### config.mk
export PLATFORM = sky130hd
export DESIGN_NAME = sum_result_buffer
export DESIGN_NICKNAME = d
export VERILOG_FILES = /design/src/rtl/sum_result_buffer.sv
export SDC_FILE = /design/constraint.sdc
export NUM_CORES = 1
export LEC_CHECK = 0
export CORE_MARGIN = 10
export CORE_UTILIZATION = 35
export CTS_BUF_LIST = sky130_fd_sc_hd__clkbuf_4
export CTS_CLUSTER_SIZE = 16
export DETAILED_ROUTE_END_ITERATION = 8
export GPL_ROUTABILITY_DRIVEN = 0
export GPL_TIMING_DRIVEN = 0
export SLEW_MARGIN = 20
export SYNTH_ARGS = -nofsm -noshare
export SYNTH_HDL_FRONTEND = slang
export SYNTH_SLANG_ARGS = --single-unit
export TNS_END_PERCENT = 30
### constraint.sdc
create_clock -name clk -period 5 [get_ports clk]
set_input_delay 1 -clock clk [delete_from_list [all_inputs] [get_ports clk]]
set_output_delay 1 -clock clk [all_outputs]
set_load 0.05 [all_outputs]
### src/rtl/sum_result_buffer.sv
// -----------------------------------------------------------------------------
// sum_result_buffer
//
// Small synchronous FIFO that buffers results coming out of an upstream adder.
// The adder cannot be stalled, so a result arriving while the buffer is full
// (and nothing leaves in the same cycle) is dropped and recorded in a sticky
// overflow flag. An optional running sum of every result that leaves the
// buffer is provided on acc.
//
// Build option:
//   SUM_RESULT_BUFFER_ACC_EN - when defined, acc accumulates every popped word
//                              (modulo 2^(W+8)); when undefined, acc is a
//                              constant 0 and no accumulator register exists.
//
// Parameters:
//   W      - data width, equal to the upstream adder result width
//   DEPTH  - number of entries, power of two, >= 2
//
// Ports:
//   clk        rising-edge clock
//   rst        synchronous active-high reset
//   in_valid   upstream result strobe (no backpressure available)
//   in_data    upstream result, sampled when in_valid=1
//   out_valid  head entry available
//   out_ready  downstream accepts the head entry
//   out_data   head entry (don't-care while empty)
//   count      occupancy 0..DEPTH
//   full       count == DEPTH
//   empty      count == 0
//   overflow   sticky: at least one result was dropped
//   clr_ovf    clears overflow (a drop in the same cycle wins)
//   acc        running sum of popped results
// -----------------------------------------------------------------------------
module sum_result_buffer #(
    parameter int W     = 16,
    parameter int DEPTH = 4
) (
    input  logic                     clk,
    input  logic                     rst,
    input  logic                     in_valid,
    input  logic [W-1:0]             in_data,
    output logic                     out_valid,
    input  logic                     out_ready,
    output logic [W-1:0]             out_data,
    output logic [$clog2(DEPTH):0]   count,
    output logic                     full,
    output logic                     empty,
    output logic                     overflow,
    input  logic                     clr_ovf,
    output logic [W+7:0]             acc
);

    localparam int AW = $clog2(DEPTH);
    localparam int CW = AW + 1;
    localparam logic [AW-1:0] PTR_ONE_C   = AW'(1'b1);
    localparam logic [CW-1:0] CNT_ONE_C   = CW'(1'b1);
    localparam logic [CW-1:0] CNT_ZERO_C  = CW'(1'b0);
    localparam logic [CW-1:0] CNT_FULL_C  = CW'(DEPTH);

    logic [W-1:0]  mem_r [DEPTH];
    logic [AW-1:0] wr_ptr_r;
    logic [AW-1:0] rd_ptr_r;
    logic [CW-1:0] count_r;
    logic [CW-1:0] count_nxt_s;
    logic          overflow_r;
    logic          full_s;
    logic          empty_s;
    logic          push_s;
    logic          pop_s;
    logic          drop_s;

    // Status flags and handshake qualification derived from registered state.
    always_comb begin
        full_s  = (count_r == CNT_FULL_C);
        empty_s = (count_r == CNT_ZERO_C);
        pop_s   = !empty_s && out_ready;
        // A pop in the same cycle frees the slot, so a full buffer still accepts.
        push_s  = in_valid && (!full_s || pop_s);
        drop_s  = in_valid && full_s && !pop_s;
    end

    // Next occupancy: simultaneous push and pop leaves the count unchanged.
    always_comb begin
        count_nxt_s = count_r;
        case ({push_s, pop_s})
            2'b10:   count_nxt_s = count_r + CNT_ONE_C;
            2'b01:   count_nxt_s = count_r - CNT_ONE_C;
            default: count_nxt_s = count_r;
        endcase
    end

    // Pointer and occupancy registers; pointers wrap naturally at DEPTH.
    always_ff @(posedge clk) begin
        if (rst) begin
            wr_ptr_r <= '0;
            rd_ptr_r <= '0;
            count_r  <= '0;
        end else begin
            if (push_s) begin
                wr_ptr_r <= wr_ptr_r + PTR_ONE_C;
            end
            if (pop_s) begin
                rd_ptr_r <= rd_ptr_r + PTR_ONE_C;
            end
            count_r <= count_nxt_s;
        end
    end

    // Storage array; contents need no reset since out_data is ignored when empty.
    always_ff @(posedge clk) begin
        if (push_s) begin
            mem_r[wr_ptr_r] <= in_data;
        end
    end

    // Sticky overflow; a new drop takes priority over a clear in the same cycle.
    always_ff @(posedge clk) begin
        if (rst) begin
            overflow_r <= 1'b0;
        end else if (drop_s) begin
            overflow_r <= 1'b1;
        end else if (clr_ovf) begin
            overflow_r <= 1'b0;
        end
    end

`ifdef SUM_RESULT_BUFFER_ACC_EN
    logic [W+7:0] acc_r;

    // Running sum of every word that leaves the buffer, wrapping at 2^(W+8).
    always_ff @(posedge clk) begin
        if (rst) begin
            acc_r <= '0;
        end else if (pop_s) begin
            acc_r <= acc_r + {8'h00, mem_r[rd_ptr_r]};
        end
    end

    assign acc = acc_r;
`else
    assign acc = {(W+8){1'b0}};
`endif

    assign out_valid = !empty_s;
    assign out_data  = mem_r[rd_ptr_r];
    assign count     = count_r;
    assign full      = full_s;
    assign empty     = empty_s;
    assign overflow  = overflow_r;

endmodule

## After elaboration in Yosys (flattened, before gate mapping)

Memories as Yosys holds them, arrays and structs flattened. A register that Yosys moved wholly into a read port is not among the register bits.
Cells that the tools add are included.

| word-level totals | value |
|---|---|
| bits in registers | 8 |
| memory bits (writable) | 64 |
| bits of input ports | 21 |
| output and inout bits | 47 |
| word-level logic and storage cells | 30 |
| memories kept | 1 |

| operators by class | value |
|---|---|
| $add $sub $neg | 4 |
| equal/unequal tests | 3 |
| muxes and demuxes | 7 |
| reduce and logical (&&, ||, !) cells | 11 |

Memories:

| memory | depth | bits a word | read ports | clocked after memory_dff | write ports | RTL line | text |
|---|---|---|---|---|---|---|---|
| mem_r | 4 | 16 | 1 | 1 | 1 | 60 | `logic [W-1:0] mem_r [DEPTH];` |

Operators by type and width:

| kind | count |
|---|---|
| 3-bit case mux with 2 select lines | 1 |
| 2-bit by 1-bit adder with 2-bit output (second input constant) | 2 |
| 1-bit logical AND | 4 |
| 1-bit two-way mux | 4 |
| 2-bit two-way mux | 2 |
| 2-bit nonzero test | 2 |
| 3-bit by 1-bit adder with 3-bit output (second input constant) | 1 |
| 3-bit equality test (second input constant) | 1 |
| 1-bit logical NOT | 3 |
| 3-bit logical NOT | 1 |
| 3-bit by 1-bit subtractor with 3-bit output (second input constant) | 1 |
| 2-bit by 1-bit equality test with 1-bit output (second input constant) | 1 |
| 2-bit equality test (second input constant) | 1 |
| 1-bit logical OR | 1 |

## Logic depth before layout (Yosys ltp)

Gate-level depths: netlist (run 1).

| depth | value |
|---|---|
| word-level depth | 7 |
| mapped depth | 6 |
| mapped depth without buffers | 6 |

## Worst setup path before layout (run 1)

No wires, ideal clock.

| timing path | value |
|---|---|
| path kind | register to output |
| start point | register count_r[0] (netlist: count[0]) |
| end point | output empty |
| data arrival time | 1.606 ns |
| required time | 4.000 ns |
| setup slack | 2.394 ns |
| cell stages (with the launch flop) | 3 |
| path buffers | 0 |
| cell sequence | dfxtp_1 or3_1 inv_1 |

| between the ends | value |
|---|---|
| word-level cells in the longest chain between the ends | 1 |

RTL lines:

| what | RTL line | text |
|---|---|---|
| start: declaration | 63 | `logic [CW-1:0] count_r;` |
| start signal: assignment | 105 | `count_r <= count_nxt_s;` |
| 3-bit logical NOT | 75 | `empty_s = (count_r == CNT_ZERO_C);` |
| end: declaration | 47 | `output logic empty,` |

No other way between the ends.

==> results of run 1 <==
==> tightest hold or removal path, cell delays in order (launching register included) <==
cell	delay [ns]
dfxtp_1	0.35
nand2_1	0.06
a21oi_1	0.05
==> cell usage after synthesis <==
master | instances | area [µm²]
edfxtp_1 | 64 | 1920
buf_4 | 25 | 188
mux4_2 | 16 | 360
dfxtp_1 | 10 | 200
inv_1 | 8 | 30.0
nor2_1 | 6 | 22.5
and2_1 | 4 | 25.0
ha_1 | 4 | 50.1
buf_2 | 3 | 15.0
nand2_1 | 3 | 11.3
xor2_1 | 3 | 26.3
buf_1 | 2 | 7.51
nand2b_1 | 2 | 12.5
nand3_1 | 2 | 10.0
xnor2_1 | 2 | 17.5
a211oi_1 | 1 | 7.51
a21bo_1 | 1 | 10.0
a21boi_2 | 1 | 11.3
a21oi_1 | 1 | 5.00
a221oi_1 | 1 | 8.76
a31oi_1 | 1 | 6.26
a32oi_1 | 1 | 8.76
conb_1 | 1 | 3.75
fa_1 | 1 | 20.0
mux2_4 | 1 | 15.0
nand3b_1 | 1 | 7.51
nor2b_1 | 1 | 6.26
nor3b_4 | 1 | 18.8
o2111ai_1 | 1 | 8.76
o31a_2 | 1 | 10.0
o31ai_2 | 1 | 12.5
or2_1 | 1 | 6.26
or3_1 | 1 | 6.26
==> routing by layer <==
metal  vias up  track usage, %  part of all wire, %
met5         -               0                    0
met1       758            10.8                   43
met2        54            13.4                   47
met3        10            4.04                  7.7
met4         0            5.25                  1.9
li1        750               -                    -
==> registers in the layout (all words and copies together) (netlist names), named ones only <==
name and count:
mem_r 64, rd_ptr_r 2, wr_ptr_r 2, overflow 1
count 3
==> worst paths after layout <==
path,start,depth (start not counted),end
max,flip-flop,4,out_data[0]
min,wr_ptr_r[1]$_SDFFE_PP0P_,2,wr_ptr_r[1]$_SDFFE_PP0P_
max reg2reg,count[0]$_SDFFE_PP0P_,3,mem_r[0][11]$_DFFE_PP_
min reg2reg,wr_ptr_r[1]$_SDFFE_PP0P_,2,wr_ptr_r[1]$_SDFFE_PP0P_
==> cell families after synthesis <==
logic type               after synthesis
AO/OA/AOI/OAI                         10
XOR/XNOR                               5
adder cells (fa/ha/maj)                5
buffers and inverters                 38
flip-flops                            74
multiplexers                          17
other                                  1
AND/OR/NAND/NOR                       22
==> final cells by class <==
type / count / area [µm²] / share of cell area (%)
Timing Repair Buffer: 41 / 410 / 10.6
Tap cell: 108 / 135 / 3.49
Inverter: 8 / 30.0 / 0.776
Clock inverter: 6 / 91.3 / 2.36
Buffer: 30 / 210 / 5.43
Multi-Input combinational cell: 83 / 795 / 20.5
Clock buffer: 10 / 75.1 / 1.94
Sequential cell: 74 / 2120 / 54.9
==> power by group <==
part	switching [mW]	internal [mW]
Sequential	0.0198	0.716
Combinational	0.309	0.181
Clock	0.199	0.209
Total	0.528	1.11
==> flow_metrics.tcl, run 1 <==
set metrics [dict create \
    final_cell_area_um2 3870 \
    vias 1572 \
    period_needed_ns 3.54 \
    grt.total_usage_pct 9.12 \
    wl_um 5430 \
    tns_ns 0 \
    grt_pass1_wl_um 9110 \
    yosys_warnings 0 \
    yosysSeqAreaShare_pct 69.1 \
    clkLatencyLatePin_ns 0.40 \
    rsz0062_at_grt "no" \
    cts-resized-gates 0 \
    clock-sinks 74 \
    cts_tree "yes" \
    viasPerCell 4.37 \
    cts.clk_slew.worst_paths_ns 0.12 \
    ctsHoldBuffers 0 \
    required_ns 4.00 \
    ios 68 \
    drcViolationCount 0 \
    status "finished, final reports clean" \
    start_util_pct 35.6 \
    root_buffer "clkbuf_4" \
    cpLargestDelayFamily "buffers and inverters" \
    syn_avg_cell_area_um2 17.9 \
    synth_compound_area_share_pct 2.89 \
    die-area_um2 12900 \
    antenna_found_initial 0 \
    slew_headroom_pct 42.4 \
    htreeDepth 3 \
    setup_viol 0 \
    synthAdderAreaFrac_pct 2.28 \
    worst_path_max_delay_cell "clkdlybuf4s50_1" \
    reg2reg_slack_ns 2.96 \
    finalCoreUtilization_pct 44.8 \
    syn_inst 172 \
    wire_per_inst_um 15.1 \
    die_y_um 114 \
    critPathCaptureType "primary output" \
    postCtsSetupBuffers 0 \
    synth_area_um2 3070 \
    finalClockSkew_ns 0.0156 \
    critical_path_class "reg -> out" \
    cp_max_fo 10 \
    grt_pass1_vias 1763 \
    numCtsBuffers 9 \
    drt_pre_antenna_iters 4 \
    synth_simple_gate_area_share_pct 4.12 \
    dieWidth_um 114 \
    tightest_slew_ns 0.864 \
    total_power_mw 1.63 \
    drive_above_1_share_pct 25.8 \
    grt_max_degree 17 \
    crit_buf_inv 3 \
    path_cells "buf_2 -> buf_4 -> mux4_2 -> clkdlybuf4s50_1" \
    ys_types 33 \
    final_common_cell "edfxtp_1" \
    power.leakage_nw 1.38 \
    maxClockFrequency_mhz 282 \
    layoutNonFillerInstCount 360 \
    core_um2 8640 \
    setup_ws_ns 1.46 \
    hpwl_um 3800 \
    cp-start-kind "flip-flop" \
    ys_ff_latch 74 \
    drtIter0Drc 64 \
    antenna_left 0 \
    preCtsSetupSlack_ns 1.85 \
    p_per_area_nw_per_um2 422 \
    placed_area_um2 3700 \
    hp-class "reg -> reg" \
    fin_crit_sh_pct 70.9 \
    cp_slowest_stage_delay_ns 0.73 \
    fp-row-count 34 \
    hold_viol_final 0 \
    drv_cap 0 \
    placed_cells 344 \
    diodes 0 \
    area_growth_pct 26.0 \
    maxSlewViolCount 0 \
    cts.path.max_buffers 2 \
    grt_overflow 0 \
    arrival_ns 2.54 \
    synth_xor_area_share_pct 1.43 \
    synth_mux_area_share_pct 12.2 \
    synth_top_family_by_area "multiplexers" \
    hold-worst-slack_ns 0.508 \
    ir_worst_vdd_mv 0.240 \
    layout.nets 273 \
    portBuffers 41 \
    mostFrequentLayoutCells "edfxtp_1 (64), clkdlybuf4s50_1 (41), buf_4 (25)" \
    num-fill-cells 769 \
]
(Power assumes the default switching activity.)
==> run 2, diff against run 1 <==
==> constraint.sdc (replaced) <==
create_clock -name clk -period 2.9 [get_ports clk]
set_input_delay 0.58 -clock clk [delete_from_list [all_inputs] [get_ports clk]]
set_output_delay 0.58 -clock clk [all_outputs]
set_load 0.05 [all_outputs]
==> run 2 against run 1 <==
Combinational power rose by 65%; largest cell class unchanged; design area fell by 0.26%; via count shrank 0.51%.
==> flow_metrics.tcl, run 2 (same netlist as run 1, synthesis figures left out) <==
set metrics [dict create \
    status "finished, final reports clean" \
    p_per_area_nw_per_um2 721 \
    grt.total_usage_pct 9.09 \
    clock-sinks 74 \
    maxClockFrequency_mhz 363 \
    rsz0062_at_grt "yes" \
    setup_viol 0 \
    finalCoreUtilization_pct 44.7 \
    grt_pass1_vias 1748 \
    postCtsSetupBuffers 0 \
    num-fill-cells 777 \
    maxSlewViolCount 0 \
    root_buffer "clkbuf_4" \
    fp-row-count 34 \
    core_um2 8640 \
    cp_max_fo 10 \
    drt_pre_antenna_iters 4 \
    layout.nets 272 \
    grt_max_degree 17 \
    tightest_slew_ns 0.870 \
    period_needed_ns 2.76 \
    htreeDepth 3 \
    ios 68 \
    dieWidth_um 114 \
    power.leakage_nw 1.44 \
    cp-start-kind "flip-flop" \
    critical_path_class "reg -> out" \
    finalClockSkew_ns 0.0157 \
    diodes 0 \
    cp_slowest_stage_delay_ns 0.52 \
    cts.path.max_buffers 2 \
    required_ns 2.32 \
    hpwl_um 3800 \
    viasPerCell 4.36 \
    numCtsBuffers 9 \
    clkLatencyLatePin_ns 0.40 \
    ctsHoldBuffers 0 \
    grt_overflow 0 \
    path_cells "buf_2 -> buf_6 -> mux4_2 -> dlygate4sd2_1" \
    cts_tree "yes" \
    reg2reg_slack_ns 0.86 \
    portBuffers 41 \
    antenna_found_initial 0 \
    start_util_pct 35.6 \
    critPathCaptureType "primary output" \
    total_power_mw 2.78 \
    mostFrequentLayoutCells "edfxtp_1 (64), clkdlybuf4s50_1 (25), buf_4 (24), conb_1 (24), mux4_2 (16)" \
    layoutNonFillerInstCount 359 \
    fin_crit_sh_pct 95.1 \
    largest_reg_flops 64 \
    die-area_um2 12900 \
    slew_headroom_pct 42.0 \
    hp-class "reg -> reg" \
    wire_per_inst_um 15.1 \
    placed_cells 344 \
    worst_path_max_delay_cell "mux4_2" \
    arrival_ns 2.18 \
    area_growth_pct 25.7 \
    hold_viol_final 0 \
    drv_cap 0 \
    drcViolationCount 0 \
    antenna_left 0 \
    drtIter0Drc 61 \
    die_y_um 114 \
    final_common_cell "edfxtp_1" \
    grt_pass1_wl_um 9060 \
    ir_worst_vdd_mv 0.413 \
    cts.clk_slew.worst_paths_ns 0.12 \
    wl_um 5410 \
    drive_above_1_share_pct 27.1 \
    vias 1564 \
    regMostFlops "mem_r" \
]
==> run 2: cell count changes in the layout (fill, tap and decap cells not counted), sizes merged <==
cell           change
clkbuf             +4
dlymetal6s2s       +5
dlygate4sd2        +8
buf                -2
clkdlybuf4s50     -16
==> run 2: power breakdown <==
| group | internal, mW | leakage [nW] | switching, mW |
|---|---|---|---|
| Sequential | 1.23 | 0.669 | 0.0369 |
| Combinational | 0.283 | 0.687 | 0.527 |
| Clock | 0.360 | 0.0788 | 0.343 |
| Total | 1.88 | 1.44 | 0.907 |
==> run 2: metrics by stage <==
| step | TNS [ns] | hold WS (ns) | setup WS, ns | area, µm² |
|---|---|---|---|---|
| floorplan | 0 | 0.469 | 0.685 | 3160 |
| global placement | 0 | 0.477 | 0.182 | 3700 |
| detailed placement | 0 | 0.481 | 0.169 | 3700 |
| CTS | 0 | 0.510 | 0.00482 | 3860 |
| global route | -0.0682 | 0.548 | -0.0416 | 3860 |
| finish | 0 | 0.508 | 0.143 | 3860 |
==> run 2: layout make-up <==
type | instances | area (µm²) | area share, %
repair buffers | 41 | 398 | 10.3
flip-flops and latches | 74 | 2120 | 55.0
well taps | 108 | 135 | 3.50
multi-input cells | 83 | 795 | 20.6
clock inverters | 6 | 91.3 | 2.37
plain buffers | 29 | 213 | 5.51
inverters | 8 | 30.0 | 0.778
clock buffers | 10 | 75.1 | 1.95
==> run 2: final timing paths <==
kind / from / endpoint / cells past startpoint
worst min-delay path: wr_ptr_r[1]$_SDFFE_PP0P_ / wr_ptr_r[1]$_SDFFE_PP0P_ / 2
worst min register to register: wr_ptr_r[1]$_SDFFE_PP0P_ / wr_ptr_r[1]$_SDFFE_PP0P_ / 2
worst max register to register: count[0]$_SDFFE_PP0P_ / mem_r[0][11]$_DFFE_PP_ / 3
worst max-delay path: flip-flop / out_data[13] / 4
==> run 2: critical path, delay by kind of cell (launching register included) <==
kind	cells	cell delay, ns
buf+inv	3	0.92
flops	1	0.33
mux	1	0.52
==> run 2: layer usage <==
metal / part of all wire [%] / GRT usage, % / routed length, µm
met3: 8.2 / 4.04 / 446
met1: 43 / 10.8 / 2310
met2: 47 / 13.4 / 2540
met4: 1.9 / 5.25 / 101
met5: 0 / 0 / 0
==> run 2: what timing repair did <==
action / CTS / global route
gates resized for setup: 12 / 12
setup endpoints to repair: 10 / 15
pin swaps: 0 / 0
==> run 3, diff against run 2 <==
--- a/config.mk
+++ b/config.mk
@@ -12,6 +12,7 @@
 export DETAILED_ROUTE_END_ITERATION = 8
 export GPL_ROUTABILITY_DRIVEN = 0
 export GPL_TIMING_DRIVEN = 0
+export RECOVER_POWER = 50
 export SLEW_MARGIN = 20
 export SYNTH_ARGS = -nofsm -noshare
 export SYNTH_HDL_FRONTEND = slang
==> run 3 against run 2 <==
Critical path depth did not move; count of clock-buffer cells in the layout did not move; die area did not move; final cell count rose by 0.28%; sequential share of layout area rose by 0.089 points; non-clock buffer count did not move; routed wire length barely moved; critical path type unchanged; setup slack got worse by 0.014 ns; design area fell by 0.16%; largest power group unchanged.
==> flow_metrics.tcl, run 3 (same netlist as run 1, synthesis figures left out) <==
set metrics [dict create \
    status "finished, final reports clean" \
    setup_ws_ns 0.129 \
    ir_worst_vdd_mv 0.410 \
    num-fill-cells 780 \
    viasPerCell 4.37 \
    layout.nets 272 \
    period_needed_ns 2.77 \
    ctsHoldBuffers 0 \
    hp-class "reg -> reg" \
    die_y_um 114 \
    regMostFlops "mem_r" \
    total_power_mw 2.78 \
    grt_overflow 0 \
    p_per_area_nw_per_um2 721 \
    critical_path_class "reg -> out" \
    crit_cells 4 \
    tightest_slew_ns 0.873 \
    drtIter0Drc 65 \
    drive_above_1_share_pct 26.3 \
    setup_viol 0 \
    wire_per_inst_um 15.0 \
    grt_pass1_vias 1748 \
    vias 1573 \
    required_ns 2.32 \
    area_growth_pct 25.5 \
    cts.clk_slew.worst_paths_ns 0.12 \
    drcViolationCount 0 \
    antenna_found_initial 1 \
    largest_reg_flops 64 \
    worst_path_max_delay_cell "mux4_2" \
    reg2regPathDepth 3 \
    drt_pre_antenna_iters 4 \
    dieWidth_um 114 \
    fin_crit_sh_pct 95.6 \
    portBuffers 41 \
    grt_max_degree 17 \
    reg2reg_slack_ns 0.57 \
    r2r-start "count[0]$_SDFFE_PP0P_" \
    wl_um 5410 \
    maxSlewViolCount 0 \
    rr_endpoint "mem_r[0][11]$_DFFE_PP_" \
    hold_viol_final 0 \
    critPathCaptureType "primary output" \
    fp-row-count 34 \
    cp_slowest_stage_delay_ns 0.53 \
    htreeDepth 3 \
    start_util_pct 35.6 \
    root_buffer "clkbuf_4" \
    hold-worst-slack_ns 0.507 \
    worstHoldEndpoint "overflow$_SDFFE_PP0P_" \
    maxClockFrequency_mhz 361 \
    clkLatencyLatePin_ns 0.40 \
    holdCritStartpoint "overflow$_SDFFE_PP0P_" \
    grt_pass1_wl_um 9060 \
    die-area_um2 12900 \
    hpwl_um 3800 \
    path_cells "buf_2 -> buf_6 -> mux4_2 -> dlygate4sd2_1" \
    slew_headroom_pct 41.8 \
    numCtsBuffers 9 \
    power.leakage_nw 1.44 \
    whs_path_depth 2 \
    cts_tree "yes" \
    grt.total_usage_pct 9.09 \
    crit_buf_inv 3 \
    cp-start-kind "flip-flop" \
    ios 68 \
    finalClockSkew_ns 0.0162 \
    cts.path.max_buffers 2 \
    cp_max_fo 10 \
    mostFrequentLayoutCells "edfxtp_1 (64), buf_4 (24), conb_1 (24)" \
    final_common_cell "edfxtp_1" \
    clock-sinks 74 \
    cpLargestDelayFamily "buffers and inverters" \
    drv_cap 0 \
    arrival_ns 2.19 \
    antenna_left 0 \
    preCtsSetupSlack_ns 0.169 \
    rsz0062_at_grt "yes" \
    core_um2 8640 \
]
-- run 3: worst max-delay path by stage --
stage                             endpoint  slack [ns]                  start
finish                        out_data[13]        0.13              flip-flop
floorplan            mem_r[0][0]$_DFFE_PP_        0.68  count[2]$_SDFFE_PP0P_
global route                  out_data[13]       -0.04              flip-flop
detailed placement  mem_r[0][11]$_DFFE_PP_        0.17              out_ready
CTS                            out_data[7]       0.005              flip-flop
global placement              out_data[10]        0.18              flip-flop
-- run 3: metal layers --
metal / vias up / routed length, µm / GRT usage (%)
met5: - / 0 / 0
met4: 0 / 101 / 5.25
met3: 10 / 425 / 4.04
met2: 54 / 2550 / 13.4
met1: 758 / 2330 / 10.8
li1: 751 / - / -
-- run 3: final cells by class --
type,instances,area (µm²),area share (%)
Clock inverter,6,91.3,2.37
Clock buffer,10,75.1,1.95
Antenna cell,1,2.50,0.0650
Tap cell,108,135,3.51
Sequential cell,74,2120,55.1
Inverter,8,30.0,0.779
Buffer,29,213,5.52
Timing Repair Buffer,41,398,10.3
Multi-Input combinational cell,83,786,20.4
-- run 3: metrics by stage --
stage	util [%]	setup TNS (ns)	cells	cell area [µm²]
floorplan	-	0	195	3160
global placement	42.9	0	344	3700
detailed placement	42.9	0	344	3700
CTS	44.7	0	360	3860
global route	44.6	-0.0682	360	3850
finish	44.6	0	360	3850
-- run 3: report_power, final --
part,switching (mW),internal [mW]
Clock,0.343,0.360
Combinational,0.526,0.277
Sequential,0.0368,1.23
-- run 3: worst min-delay path, delay by kind of cell, from the launching register on --
kind | cells | cell delay (ns)
flip-flops | 1 | 0.35
AO/OA/AOI/OAI | 1 | 0.06
AND/OR/NAND/NOR | 1 | 0.07
-- run 3: repair_timing --
| action | 4_1_cts | 5_1_grt |
|---|---|---|
| endpoints found under the setup margin | 10 | 15 |
| buffers inserted | 0 | 0 |
| resized for setup | 12 | 12 |
